==> config.mk <==
export PLATFORM = sky130hd
export DESIGN_NAME = pe_arr_acc
export DESIGN_NICKNAME = d
export VERILOG_FILES = /design/src/rtl/pe_arr_pkg.sv /design/src/rtl/pe_arr_acc_sum_tree.sv /design/src/rtl/pe_arr_acc.sv
export SDC_FILE = /design/constraint.sdc
export NUM_CORES = 2
export LEC_CHECK = 0
export CAP_MARGIN = 10
export CORE_MARGIN = 1.5
export CORE_UTILIZATION = 45
export DETAILED_ROUTE_END_ITERATION = 6
export PLACE_DENSITY_LB_ADDON = 0.15
export SLEW_MARGIN = 20
export SYNTH_ARGS = -nofsm -noshare
export SYNTH_HDL_FRONTEND = slang
export SYNTH_SLANG_ARGS = --single-unit
==> constraint.sdc <==
create_clock -name clk -period 15 [get_ports clk]
set_clock_uncertainty 0.15 [all_clocks]
set_input_delay 4.5 -clock clk [delete_from_list [all_inputs] [get_ports clk]]
set_output_delay 4.5 -clock clk [all_outputs]
set_load 0.02 [all_outputs]
==> src/rtl/pe_arr_pkg.sv <==
// Shared widths, saturation helper and datapath types for the PE array accumulator.
package pe_arr_pkg;

  // Default lane configuration; the typedefs below are sized for it.
  localparam int IFM_WIDTH_DEF   = 8;
  localparam int WGT_WIDTH_DEF   = 8;
  localparam int PE_ARR_SIZE_DEF = 9;

  // Full-precision width of one signed lane product.
  function automatic int prod_w(input int ifm_w, input int wgt_w);
    return ifm_w + wgt_w;
  endfunction

  // Lossless width of the sum of n products of width p_w.
  function automatic int sum_w(input int p_w, input int n);
    return p_w + $clog2(n);
  endfunction

  // Wide signed carrier used for saturation arithmetic; every datapath
  // width in this block stays well below 64 bits.
  typedef logic signed [63:0] wide_t;

  // Clamp v to the signed range of a width-bit two's-complement number.
  function automatic wide_t sat_to(input wide_t v, input int width);
    wide_t hi;
    wide_t lo;
    hi = (wide_t'(1) <<< (width - 1)) - wide_t'(1);
    lo = -hi - wide_t'(1);
    if (v > hi) return hi;
    if (v < lo) return lo;
    return v;
  endfunction

  localparam int PROD_W_DEF = prod_w(IFM_WIDTH_DEF, WGT_WIDTH_DEF);
  localparam int SUM_W_DEF  = sum_w(PROD_W_DEF, PE_ARR_SIZE_DEF);

  typedef logic signed [PROD_W_DEF-1:0] prod_t;
  typedef prod_t                        prod_vec_t [PE_ARR_SIZE_DEF];
  typedef logic signed [SUM_W_DEF-1:0]  sum_t;

endpackage

==> src/rtl/pe_arr_acc_sum_tree.sv <==
// Combinational signed adder tree: reduces N products to one lossless sum.
// Odd node counts at any level pass the unpaired node straight up.
module pe_sum_tree
  import pe_arr_pkg::*;
#(
  parameter int PROD_W = 16,
  parameter int N      = 9,
  parameter int SUM_W  = sum_w(PROD_W, N)
) (
  input  logic signed [PROD_W-1:0] prod [N],
  output logic signed [SUM_W-1:0]  sum
);

  localparam int LEVELS = $clog2(N);

  // Number of nodes present at a given tree level (level 0 = leaves).
  function automatic int nodes_at(input int lvl);
    int c;
    c = N;
    for (int k = 0; k < lvl; k++) c = (c + 1) / 2;
    return c;
  endfunction

  for (genvar l = 0; l <= LEVELS; l++) begin : g_lvl
    localparam int CNT = nodes_at(l);
    logic signed [SUM_W-1:0] node [CNT];

    if (l == 0) begin : g_leaf
      // Sign-extend each product to the full sum width up front so every
      // adder below is the same width and cannot overflow.
      for (genvar i = 0; i < CNT; i++) begin : g_ext
        assign node[i] = SUM_W'(prod[i]);
      end
    end else begin : g_add
      localparam int PREV = nodes_at(l - 1);
      for (genvar i = 0; i < CNT; i++) begin : g_pair
        if (2 * i + 1 < PREV) begin : g_sum
          assign node[i] = g_lvl[l-1].node[2*i] + g_lvl[l-1].node[2*i+1];
        end else begin : g_pass
          assign node[i] = g_lvl[l-1].node[2*i];
        end
      end
    end
  end

  assign sum = g_lvl[LEVELS].node[0];

endmodule

==> src/rtl/pe_arr_acc.sv <==
// PE array accumulator: N signed multipliers, adder tree, multi-beat channel
// accumulator with bias, optional ReLU and output saturation. Three pipeline
// stages under valid/ready flow control; the whole pipe stalls on backpressure.
module pe_arr_acc
  import pe_arr_pkg::*;
#(
  parameter int IFM_WIDTH    = 8,
  parameter int WGT_WIDTH    = 8,
  parameter int BIAS_WIDTH   = 8,
  parameter int PE_ARR_SIZE  = 9,
  parameter int ACC_WIDTH    = 32,
  parameter int OUTPUT_WIDTH = 20
) (
  input  logic                           clk,
  input  logic                           rst,
  input  logic                           in_valid,
  output logic                           in_ready,
  input  logic                           in_last,
  input  logic                           relu_en,
  input  logic signed [BIAS_WIDTH-1:0]   bias_input,
  input  logic signed [IFM_WIDTH-1:0]    ifm_input [PE_ARR_SIZE],
  input  logic signed [WGT_WIDTH-1:0]    wgt_input [PE_ARR_SIZE],
  output logic                           out_valid,
  input  logic                           out_ready,
  output logic signed [OUTPUT_WIDTH-1:0] ofm_output,
  output logic                           out_sat
);

  localparam int PROD_W = prod_w(IFM_WIDTH, WGT_WIDTH);
  localparam int SUM_W  = sum_w(PROD_W, PE_ARR_SIZE);

  // Flow control: every stage moves together whenever the output slot is
  // free or being drained this cycle.
  logic adv;
  logic accept;
  assign adv      = !out_valid || out_ready;
  assign in_ready = adv && !rst;
  assign accept   = in_valid && in_ready;

  logic first_beat;

  logic                         s1_valid, s1_last, s1_first, s1_relu;
  logic signed [BIAS_WIDTH-1:0] s1_bias;
  logic signed [PROD_W-1:0]     s1_prod [PE_ARR_SIZE];

  logic                         s2_valid, s2_last, s2_first, s2_relu;
  logic signed [BIAS_WIDTH-1:0] s2_bias;
  logic signed [SUM_W-1:0]      s2_sum;
  logic signed [SUM_W-1:0]      tree_sum;

  logic signed [ACC_WIDTH-1:0]  acc;
  logic                         acc_ovf;
  logic signed [BIAS_WIDTH-1:0] grp_bias;
  logic                         grp_relu;

  wide_t                        acc_raw, acc_sat, fin_raw, fin_sat;
  logic signed [ACC_WIDTH-1:0]  acc_next;
  logic                         ovf_next;
  logic signed [BIAS_WIDTH-1:0] fin_bias;
  logic                         fin_relu;
  logic                         fin_clip;

  // Track whether the next accepted beat opens a new group.
  // NOTE: sequential state is written with non-blocking (<=) assignments so
  // every flop samples pre-edge values regardless of block evaluation order.
  always_ff @(posedge clk) begin
    if (rst) begin
      first_beat <= 1'b1;
    end else if (accept) begin
      first_beat <= in_last;
    end
  end

  // Stage S1: register lane products and the beat's sideband.
  always_ff @(posedge clk) begin
    if (rst) begin
      s1_valid <= 1'b0;
    end else if (adv) begin
      s1_valid <= accept;
    end
    // NOTE: only the valid bits are reset; data registers are qualified by
    // their valid and skipping their reset keeps the reset net off the datapath.
    if (adv) begin
      s1_last  <= in_last;
      s1_first <= first_beat;
      s1_relu  <= relu_en;
      s1_bias  <= bias_input;
      for (int i = 0; i < PE_ARR_SIZE; i++) begin
        s1_prod[i] <= PROD_W'(ifm_input[i]) * PROD_W'(wgt_input[i]);
      end
    end
  end

  pe_sum_tree #(
    .PROD_W (PROD_W),
    .N      (PE_ARR_SIZE),
    .SUM_W  (SUM_W)
  ) u_sum_tree (
    .prod (s1_prod),
    .sum  (tree_sum)
  );

  // Stage S2: register the tree sum and carry the sideband along.
  always_ff @(posedge clk) begin
    if (rst) begin
      s2_valid <= 1'b0;
    end else if (adv) begin
      s2_valid <= s1_valid;
    end
    if (adv) begin
      s2_last  <= s1_last;
      s2_first <= s1_first;
      s2_relu  <= s1_relu;
      s2_bias  <= s1_bias;
      s2_sum   <= tree_sum;
    end
  end

  // Next accumulator value and the finalised result for a closing beat.
  // NOTE: every variable gets a value on every path through this block
  // (computed unconditionally or defaulted first), so no latch is inferred.
  always_comb begin
    fin_bias = s2_first ? s2_bias : grp_bias;
    fin_relu = s2_first ? s2_relu : grp_relu;

    acc_raw  = s2_first ? wide_t'(s2_sum) : wide_t'(acc) + wide_t'(s2_sum);
    acc_sat  = sat_to(acc_raw, ACC_WIDTH);
    acc_next = ACC_WIDTH'(acc_sat);
    ovf_next = (acc_sat != acc_raw) || (!s2_first && acc_ovf);

    fin_raw  = wide_t'(acc_next) + wide_t'(fin_bias);
    if (fin_relu && fin_raw < 0) fin_raw = '0;
    fin_sat  = sat_to(fin_raw, OUTPUT_WIDTH);
    fin_clip = (fin_sat != fin_raw);
  end

  // Stage S3: accumulate, capture group bias/ReLU, and load the output slot.
  always_ff @(posedge clk) begin
    if (rst) begin
      acc        <= '0;
      acc_ovf    <= 1'b0;
      out_valid  <= 1'b0;
      ofm_output <= '0;
      out_sat    <= 1'b0;
    end else if (adv) begin
      if (s2_valid) begin
        acc     <= acc_next;
        acc_ovf <= ovf_next;
      end
      if (s2_valid && s2_last) begin
        out_valid  <= 1'b1;
        ofm_output <= OUTPUT_WIDTH'(fin_sat);
        out_sat    <= fin_clip || ovf_next;
      end else begin
        out_valid  <= 1'b0;
      end
    end
  end

  // Group bias and ReLU mode, taken from the first beat of each group.
  always_ff @(posedge clk) begin
    if (adv && s2_valid && s2_first) begin
      grp_bias <= s2_bias;
      grp_relu <= s2_relu;
    end
  end

endmodule

==> flow_summary.toml <==
[logic_synthesis]
ys_top_cells_by_area = "fa_1 (29%), edfxtp_1 (15%), ha_1 (13%)"
synth_area_leader_cell = "fa_1"
synthCells = 3897
synth_seq_cells = 253
synth.most_common_cell = "inv_1"
synth_edf_count = 195
ys.flop_type = "edfxtp_1"
synthArstFlopShare_pct = 0
synth_top_area_share_pct = 29.1
synth_common_cells = "inv_1 (704), fa_1 (554), ha_1 (407), and2_1 (361), nand2_1 (298)"
yosysWarningCount = 0
synth-seq-area-share_pct = 18.4
syn_area_per_cell_um2 = 9.77
syn_area_um2 = 38100
synth.distinct_cells = 94
synthesis.nets = 5016

[sta]
fin_crit_ns = 10.62
final_max_slew_viol_count = 0
relSlewSlack_pct = 22.9
clock.fmax_mhz = 94.2
fin_setup_tns_ns = 0
rsz0062_at_grt = "false"
worstMarginPinSlew_ns = 1.14
final-hold-violation-count = 0
finalSetupViolCount = 0
fin_crit_sh_pct = 70.8

[clock_tree]
clkLatencyLatePin_ns = 0.58
cts_tree = "done"
cts_buffer_depth = 3
cts.sinks = 253
postCtsResizedCells = 0
cts_buffers = 31
htree_levels = 1
cts_hold_buf = 0
cts_setup_buffers = 0
path_clk_slew_ns = 0.06
cts_root_buf = "clkbuf_16"

[setup_path]
rrSetupSlack_ns = 7.34
start_kind = "primary input"
crit_start = "out_ready"
crit_fanout = 4
endpoint = "in_ready"
timing.rr.start = "s2_sum[19]"
cp_data_arrival_time_ns = 5.97
crit_required_ns = 10.35
r2r_cells = 22
crit_path_end_kind = "output pin"
reg2reg_to = "out_sat"
path_class = "in -> out"

[drt]
antenna_left = 0
dr.pass1.iters = 7
met1_length_um = 38200
drt-total-wl_um = 84500
drt_iter0_drc = 1165
drc = 0
dr_wl_met3_um = 2000
vias_per_cell = 5.06
via_count = 26400
wl_met2_um = 42500
routed.top_layer = "met5"
wl_per_cell_um = 16.2

[layout]
multiInputGateArea_um2 = 28200
drive_above_1_share_pct = 2.74
layout.cells.non_filler = 5225
finalInstanceArea_um2 = 42200
fillers = 7803
syn_to_final_growth_pct = 10.7
seqCellArea_um2 = 7020
final_nets = 5185

[place]
dp.cells = 5167
dp_hpwl_um = 71000
place_area_um2 = 41200
globalplace.congestion = 0.900
port_buffers = 180

[die]
core_area_um2 = 83700
num_rows = 106
dieHeight_um = 294
die_x_um = 294
initial_core_util_pct = 45.5
ios = 181
dieArea_um2 = 86400

[grt]
antenna_found_initial = 3
grt.total_usage_pct = 20.4
grt_overflow_total = 0
grt_max_degree = 125
grt_pass1_wl_um = 142000
grt_pass1_vias = 27700

[flow_run]
maxCapViolCount = 0

[outcome]
status = "completed"

[hold_path]
hold_class = "reg -> reg"
## cells in the final DEF (no fill, tap or decap), types with 58 or more instances in the layout
| master | Yosys | layout |
|---|---|---|
| xnor2_1 | 213 | 213 |
| o21ai_0 | 75 | 75 |
| nand2b_1 | 66 | 66 |
| ha_1 | 407 | 407 |
| dfxtp_1 | 58 | 58 |
| clkdlybuf4s50_1 | 0 | 179 |
| edfxtp_1 | 195 | 195 |
| o21bai_1 | 96 | 96 |
| fa_1 | 554 | 554 |
| a21o_1 | 83 | 83 |
| a21oi_1 | 227 | 227 |
| nand2_1 | 298 | 298 |
| inv_1 | 704 | 704 |
| and2_1 | 361 | 361 |
| nor2_1 | 151 | 151 |
## state kept, by name, summed over array words and instances (netlist names), 8 cells and up
name	flops
acc	32
grp_bias	8
ofm_output	20
s1_bias	8
s1_prod	144
s2_bias	8
s2_sum	20
## cell type report
type	count	area share [%]
Antenna cell	1	0.00593
Clock inverter	23	0.504
Clock buffer	34	1.87
Sequential cell	253	16.6
Timing Repair Buffer	190	4.44
Multi-Input combinational cell	2885	66.9
Tap cell	1134	3.36
Inverter	705	6.29
## per-stage QoR
step | hold slack (ns) | util, % | setup WS, ns
floorplan | 0.250 | - | 4.17
global placement | 0.252 | 49.2 | 4.39
detailed placement | 0.256 | 49.2 | 4.37
CTS | 0.271 | 50.4 | 4.36
global route | 0.277 | 50.4 | 4.33
finish | 0.271 | 50.4 | 4.38
## critical path, stage by stage
cell             delay [ns]
clkdlybuf4s50_1        0.39
nor2b_1                0.43
nor2_1                 0.08
clkdlybuf4s50_1        0.55
## cell families after synthesis
group | count (synthesis) | share of synthesized area, %
flip-flops | 253 | 18.4
AO/OA/AOI/OAI | 626 | 11.3
AND/OR/NAND/NOR | 1018 | 13.8
adder cells (fa/ha/maj) | 961 | 42.5
XOR/XNOR | 268 | 6.16
multiplexers | 12 | 0.342
buffers and inverters | 759 | 7.52
## how the worst min path moves through the flow
stage / start / to / cells past startpoint
finish: s1_last / s2_last / 0
global route: s1_bias[5] / s2_bias[5] / 0
CTS: s1_bias[5] / s2_bias[5] / 0
detailed placement: s1_bias[5] / s2_bias[5] / 0
global placement: s1_relu / s2_relu / 0
floorplan: s1_bias[0] / s2_bias[0] / 0
## layer usage
| layer | track usage (%) | vias to the layer above |
|---|---|---|
| met5 | 0 | - |
| met4 | 4.17 | 4 |
| met3 | 1.68 | 95 |
| met2 | 36.4 | 300 |
| met1 | 26.9 | 13100 |
| li1 | - | 13000 |
Power is left out: the tool's default activity adds up to more than one toggle a clock period on the data nets, which glitch-free logic cannot reach.
